`config.mk`:
```
export PLATFORM = sky130hd
export DESIGN_NAME = gtech_reduce_pipe_flat
export DESIGN_NICKNAME = d
export VERILOG_FILES = /design/src/rtl/gtech_reduce_pipe_if.sv /design/src/rtl/gtech_reduce_pipe.sv /design/src/flat_wrapper.sv
export SDC_FILE = /design/constraint.sdc
export NUM_CORES = 1
export LEC_CHECK = 0
export ABC_AREA = 0
export BUFFER_PORTS_ARGS = -buffer_cell sky130_fd_sc_hd__buf_2
export CAP_MARGIN = 20
export CORE_AREA = 2 2 41 43
export DETAILED_ROUTE_END_ITERATION = 12
export DIE_AREA = 0 0 43 45
export HOLD_SLACK_MARGIN = 0.06
export SETUP_SLACK_MARGIN = 0.02
export SLEW_MARGIN = 30
export SYNTH_ARGS = -nofsm -noshare
export SYNTH_HDL_FRONTEND = slang
export SYNTH_SLANG_ARGS = --single-unit
export TNS_END_PERCENT = 20
```
`constraint.sdc`:
```
create_clock -name CLK -period 3.6 [get_ports CLK]
set_input_delay 0 -clock CLK [delete_from_list [all_inputs] [get_ports CLK]]
set_output_delay 0 -clock CLK [all_outputs]
set_load 0.005 [all_outputs]
```
`src/rtl/gtech_reduce_pipe_if.sv`:
```
// Handshake bundle for gtech_reduce_pipe.
//   A, MODE, IN_VALID : upstream beat (operand vector, operation, valid)
//   IN_READY          : block can take a beat this cycle
//   Z, OUT_VALID      : registered reduction result and its valid
//   OUT_READY         : downstream takes Z this cycle
// master = the side driving beats in and taking results; slave = the reduction block.
interface gtech_reduce_pipe_if #(
    parameter int unsigned N = 5
) ();

    logic [N-1:0] A;
    logic [1:0]   MODE;
    logic         IN_VALID;
    logic         IN_READY;
    logic         Z;
    logic         OUT_VALID;
    logic         OUT_READY;

    modport master (
        output A,
        output MODE,
        output IN_VALID,
        output OUT_READY,
        input  IN_READY,
        input  Z,
        input  OUT_VALID
    );

    modport slave (
        input  A,
        input  MODE,
        input  IN_VALID,
        input  OUT_READY,
        output IN_READY,
        output Z,
        output OUT_VALID
    );

endinterface

```
`src/rtl/gtech_reduce_pipe.sv`:
```
// Pipelined N-input AND/OR/XOR/NAND reduction built as a registered radix-RADIX tree.
// Ports:
//   CLK  : clock, rising edge
//   RST  : synchronous active-high reset; clears all stage valids and Z
//   bus  : gtech_reduce_pipe_if.slave (A, MODE, IN_VALID -> IN_READY; Z, OUT_VALID <- OUT_READY)
// Each tree level is one register stage carrying partial bits, the beat's mode and a
// valid bit. The whole pipe holds while the output is presented but not taken.
module gtech_reduce_pipe #(
    parameter int unsigned N     = 5,
    parameter int unsigned RADIX = 4
) (
    input  logic               CLK,
    input  logic               RST,
    gtech_reduce_pipe_if.slave bus
);

    localparam logic [1:0] MODE_AND  = 2'b00;
    localparam logic [1:0] MODE_OR   = 2'b01;
    localparam logic [1:0] MODE_XOR  = 2'b10;
    localparam logic [1:0] MODE_NAND = 2'b11;

    // Number of tree levels: smallest L >= 1 with RADIX**L >= N.
    function automatic int unsigned calc_levels();
        int unsigned     lv   = 0;
        longint unsigned span = 64'd1;
        while (span < 64'(N)) begin
            span = span * 64'(RADIX);
            lv   = lv + 1;
        end
        if (lv == 0) lv = 1;
        return lv;
    endfunction

    // Partial-bit count held by stage k (stage 0 is the input vector).
    function automatic int unsigned width_at(input int unsigned k);
        int unsigned w = N;
        for (int unsigned i = 0; i < k; i++) begin
            w = (w + RADIX - 1) / RADIX;
        end
        return w;
    endfunction

    localparam int unsigned LEVELS = calc_levels();

    // Identity element used to fill missing inputs of a short group.
    function automatic logic pad_bit(input logic [1:0] m);
        return !((m == MODE_OR) || (m == MODE_XOR));
    endfunction

    // One tree node; NAND reduces as AND until the root.
    function automatic logic reduce_group(input logic [RADIX-1:0] g, input logic [1:0] m);
        logic r;
        case (m)
            MODE_OR:  r = |g;
            MODE_XOR: r = ^g;
            default:  r = &g;
        endcase
        return r;
    endfunction

    logic stall_c;
    logic accept_c;

    // Handshake: hold everything while the result waits on downstream.
    always_comb begin
        stall_c  = g_stage[LEVELS].valid_q && !bus.OUT_READY;
        accept_c = bus.IN_VALID && !stall_c;
    end

    assign bus.IN_READY  = !stall_c;
    assign bus.Z         = g_stage[LEVELS].data_q[0];
    assign bus.OUT_VALID = g_stage[LEVELS].valid_q;

    for (genvar k = 1; k <= LEVELS; k++) begin : g_stage
        localparam int unsigned WI      = width_at(k - 1);
        localparam int unsigned WO      = width_at(k);
        localparam logic        IS_ROOT = (k == LEVELS);

        logic [WI-1:0] src;
        logic [1:0]    src_mode;
        logic          src_valid;
        logic [WO-1:0] node_c;
        logic [WO-1:0] data_d;
        logic [WO-1:0] data_q;
        logic          valid_d;
        logic          valid_q;

        // Stage 1 takes the accepted beat; later stages take their predecessor.
        if (k == 1) begin : g_src_in
            assign src       = bus.A;
            assign src_mode  = bus.MODE;
            assign src_valid = accept_c;
        end else begin : g_src_prev
            assign src       = g_stage[k-1].data_q;
            assign src_mode  = g_stage[k-1].g_mode.mode_q;
            assign src_valid = g_stage[k-1].valid_q;
        end

        // One node per output bit; the last group of a level may be short and gets padded.
        for (genvar j = 0; j < WO; j++) begin : g_node
            localparam int unsigned LO = j * RADIX;
            localparam int unsigned GS = ((WI - LO) < RADIX) ? (WI - LO) : RADIX;

            logic [RADIX-1:0] grp;

            if (GS == RADIX) begin : g_full
                assign grp = src[LO +: RADIX];
            end else begin : g_pad
                assign grp = {{(RADIX - GS){pad_bit(src_mode)}}, src[LO +: GS]};
            end

            assign node_c[j] = reduce_group(grp, src_mode);
        end

        // Next-state: load from predecessor unless stalled; NAND inverts only at the root.
        always_comb begin
            data_d  = data_q;
            valid_d = valid_q;
            if (!stall_c) begin
                data_d  = node_c ^ {WO{IS_ROOT && (src_mode == MODE_NAND)}};
                valid_d = src_valid;
            end
        end

        always_ff @(posedge CLK) begin
            if (RST) begin
                valid_q <= 1'b0;
                data_q  <= '0;
            end else begin
                valid_q <= valid_d;
                data_q  <= data_d;
            end
        end

        // Mode travels with the beat to every stage that still has a level after it.
        if (k < LEVELS) begin : g_mode
            logic [1:0] mode_d;
            logic [1:0] mode_q;

            always_comb begin
                mode_d = mode_q;
                if (!stall_c) begin
                    mode_d = src_mode;
                end
            end

            always_ff @(posedge CLK) begin
                if (RST) begin
                    mode_q <= MODE_AND;
                end else begin
                    mode_q <= mode_d;
                end
            end
        end
    end

endmodule

```
`src/flat_wrapper.sv`:
```
// flat-port wrapper written by rule: the top's interface ports become plain ports
module gtech_reduce_pipe_flat 
#(
    parameter int unsigned N     = 5,
    parameter int unsigned RADIX = 4
)
  (CLK, RST, bus_A, bus_MODE, bus_IN_VALID, bus_OUT_READY, bus_IN_READY, bus_Z, bus_OUT_VALID);
  gtech_reduce_pipe_if #(.N(N)) bus_i ();
  input  logic CLK;
  input  logic RST;
  input wire logic [$bits(bus_i.A)-1:0] bus_A;
  input wire logic [$bits(bus_i.MODE)-1:0] bus_MODE;
  input wire logic [$bits(bus_i.IN_VALID)-1:0] bus_IN_VALID;
  input wire logic [$bits(bus_i.OUT_READY)-1:0] bus_OUT_READY;
  output wire logic [$bits(bus_i.IN_READY)-1:0] bus_IN_READY;
  output wire logic [$bits(bus_i.Z)-1:0] bus_Z;
  output wire logic [$bits(bus_i.OUT_VALID)-1:0] bus_OUT_VALID;
  assign bus_i.A = bus_A;
  assign bus_i.MODE = bus_MODE;
  assign bus_i.IN_VALID = bus_IN_VALID;
  assign bus_i.OUT_READY = bus_OUT_READY;
  assign bus_IN_READY = bus_i.IN_READY;
  assign bus_Z = bus_i.Z;
  assign bus_OUT_VALID = bus_i.OUT_VALID;
  gtech_reduce_pipe #(.N(N), .RADIX(RADIX)) u_core (.CLK(CLK), .RST(RST), .bus(bus_i));
endmodule
```
==> flow_metrics.env <==
export IMPL_min_period_ps=1960
export IMPL_cts_sinks=7
export IMPL_syn_area_per_cell_um2=8.14
export IMPL_path_buf_inv=2
export IMPL_vias=436
export IMPL_min_from="bus_OUT_READY"
export IMPL_drtIter0Drc=5
export IMPL_nNetsFinal=101
export IMPL_timing_fmax_mhz=511
export IMPL_most_common_layout_cells="13 x buf_2, 10 x inv_1, 9 x nand2_1, 9 x ha_1, 7 x dfxtp_1"
export IMPL_final_setup_viol_count=0
export IMPL_row_count=14
export IMPL_rsz0062_at_grt="false"
export IMPL_synth_area_um2=480
export IMPL_htree_num_levels=1
export IMPL_wl_met2_um=433
export IMPL_synth_cells=59
export IMPL_drtAntennaViolNets=0
export IMPL_synthArstFlopShare_pct=0
export IMPL_p_int_uw=145
export IMPL_r2r_start="u_core.bus.OUT_VALID$_SDFFE_PP0N_"
export IMPL_cts_setup_buffers=0
export IMPL_wl_met3_um=52
export IMPL_crit_required_ps=3740
export IMPL_root_buffer="clkbuf_4"
export IMPL_critPathMaxStageDelay_ps=560
export IMPL_final_area_um2=637
export IMPL_power_leakage_uw=0.000323
export IMPL_drcViolationCount=0
export IMPL_synth_edf_count=0
export IMPL_grt_max_degree=11
export IMPL_fin_cells=96
export IMPL_r2r_setup_slack_ps=1640
export IMPL_hold_class="input pin to flop"
export IMPL_post_place_cells=86
export IMPL_critical_path_top_delay_family="buffers and inverters"
export IMPL_seq_power_share_pct=43.8
export IMPL_grt_pass1_vias=399
export IMPL_layout_commonest_cell="buf_2"
export IMPL_avgViaCountPerCell=4.54
export IMPL_cts_tree="built"
export IMPL_critPathArrivalTime_ps=2090
export IMPL_skew_ps=3.28
export IMPL_clk_insertion_delay_late_ps=250
export IMPL_path_cells="nor2b_1 -> inv_2 -> o311ai_1 -> a21oi_1 -> dlygate4sd3_1"
export IMPL_ys_warnings_count=0
export IMPL_grt_pass1_wl_um=1570
export IMPL_cts_made_buffers=3
export IMPL_layout_drive_gt1_share_pct=22.5
export IMPL_die_w_um=43
export IMPL_slowest_stage="nor2b_1"
export IMPL_yosysUniqueCellTypes=23
export IMPL_slew_viol_final=0
export IMPL_clk_pin_slew_ps=50
export IMPL_cts_buffer_depth=2
export IMPL_ys_seq_area_share_pct=29.2
export IMPL_power_frac_comb_pct=19.7
export IMPL_syn_nets=79
export IMPL_finalCritPeriodShare_pct=54.4
export IMPL_worst_pin_slew_ps=669
export IMPL_start_util_pct=32.7
export IMPL_power_switching_uw=52.8
export IMPL_dpl_hpwl_um=737
export IMPL_finalHoldViolCount=0
export IMPL_dieArea_mm2=0.00194
export IMPL_ir_worst_vdd_uv=128
export IMPL_cp_start_kind="flop"
export IMPL_cts_hold_buffers=6
export IMPL_synth_flop_cell="dfxtp_1"
export IMPL_avgRoutedWirePerCell_um=10.0
export IMPL_wl_met1_um=458
export IMPL_io_pins=14
export IMPL_pwr_share_clk_pct=36.5
export IMPL_power_density_mw_per_mm2=311
export IMPL_swShare_pct=26.6
export IMPL_grt_total_usage_pct=11.2
export IMPL_io_buffer_count=13
export IMPL_antenna_cells=0
export IMPL_grt_overflow_total=0
export IMPL_routed_wl_um=963
export IMPL_die_y_um=45
export IMPL_first_pass_iters=4
export IMPL_setup_tns_ps=0
export IMPL_antenna_found_initial=0
export IMPL_cp_end_kind="flop"
export IMPL_finalWeightedCongestion=0.752
export IMPL_setup_worst_path_start="u_core.bus.OUT_VALID$_SDFFE_PP0N_"
export IMPL_core_mm2=0.00147
export IMPL_critPathKind="flop to flop"
export IMPL_place_area_um2=551
export IMPL_crit_fanout=10
export IMPL_ys_ff_latch=7
export IMPL_syn_to_final_growth_pct=32.6
export IMPL_dr_max_layer_used="met4"
export IMPL_drv_cap=0
export IMPL_cts_resized=0
export IMPL_outcome="finished clean"
export IMPL_slew_headroom_pct=55.3
## cells in the mapped netlist (all sizes together) (2+ instances only)
| cell | n | share of area [%] |
|---|---|---|
| inv | 11 | 8.6 |
| a31oi | 2 | 2.6 |
| nor2 | 2 | 1.6 |
| dfxtp | 7 | 29 |
| nand2 | 9 | 7.0 |
| ha | 9 | 23 |
| a21oi | 4 | 4.2 |
## worst min-delay path: cells and delay by family
| kind | cells | cell delay [ps] |
|---|---|---|
| AND/OR/NAND/NOR | 2 | 230 |
| buffers and inverters | 1 | 70 |
| AO/OA/AOI/OAI | 1 | 50 |
## cell families after synthesis
logic type | synth area share (%)
AND/OR/NAND/NOR | 14.6
AO/OA/AOI/OAI | 19.3
buffers and inverters | 11.7
adder cells (fa/ha/maj) | 23.4
flip-flops | 29.2
XOR/XNOR | 1.82
## routing by layer
layer	GRT usage, %	vias to the layer above
met5	0	-
li1	-	239
met4	5.45	0
met1	12.8	181
met3	3.60	2
met2	19.1	14
## per-stage QoR
step	hold WS, ps	utilization [%]	total power, µW	worst slack (ps)
after global placement	247	37.4	122	2180
after CTS	151	43.3	202	1650
after floorplan	140	-	110	2410
final	158	43.3	198	1640
after detailed placement	254	37.4	123	2190
after global routing	171	43.3	214	1480
## registers in the layout, summed over array words and instances (netlist names)
name,flops
u_core.g_stage.g_mode.mode_q,2
u_core.g_stage.data_q,2
u_core.bus.OUT_VALID,1
u_core.g_stage.valid_q,1
u_core.bus.Z,1
## area by class of cell
cell class              instances  area, µm²
fillers                       161        835
clock buffers                   4       26.3
repair buffers                 19        125
well taps                      16       20.0
inverters                      11       41.3
flip-flops and latches          7        140
multi-input cells              39        284
## final timing paths
path / to / cells after the start
worst min-delay path: u_core.g_stage[1].g_mode.mode_q[1]$_SDFFE_PP0N_ / 4
worst max-delay path: u_core.g_stage[1].data_q[1]$_SDFFE_PP0N_ / 5
worst max register to register: u_core.g_stage[1].data_q[1]$_SDFFE_PP0N_ / 5
worst min register to register: u_core.g_stage[1].g_mode.mode_q[0]$_SDFFE_PP0N_ / 2
## power groups by stage
stage          combinational (µW)  clock (µW)  sequential (µW)
2_1_floorplan                22.8           0             87.5
3_3_place_gp                 33.6           0             87.9
3_5_place_dp                 34.2           0             88.4
4_1_cts                      39.6        75.6             86.7
5_1_grt                      44.7        82.2             87.2
6_report                     39.1        72.4             86.7
(Power assumes the default switching activity.)
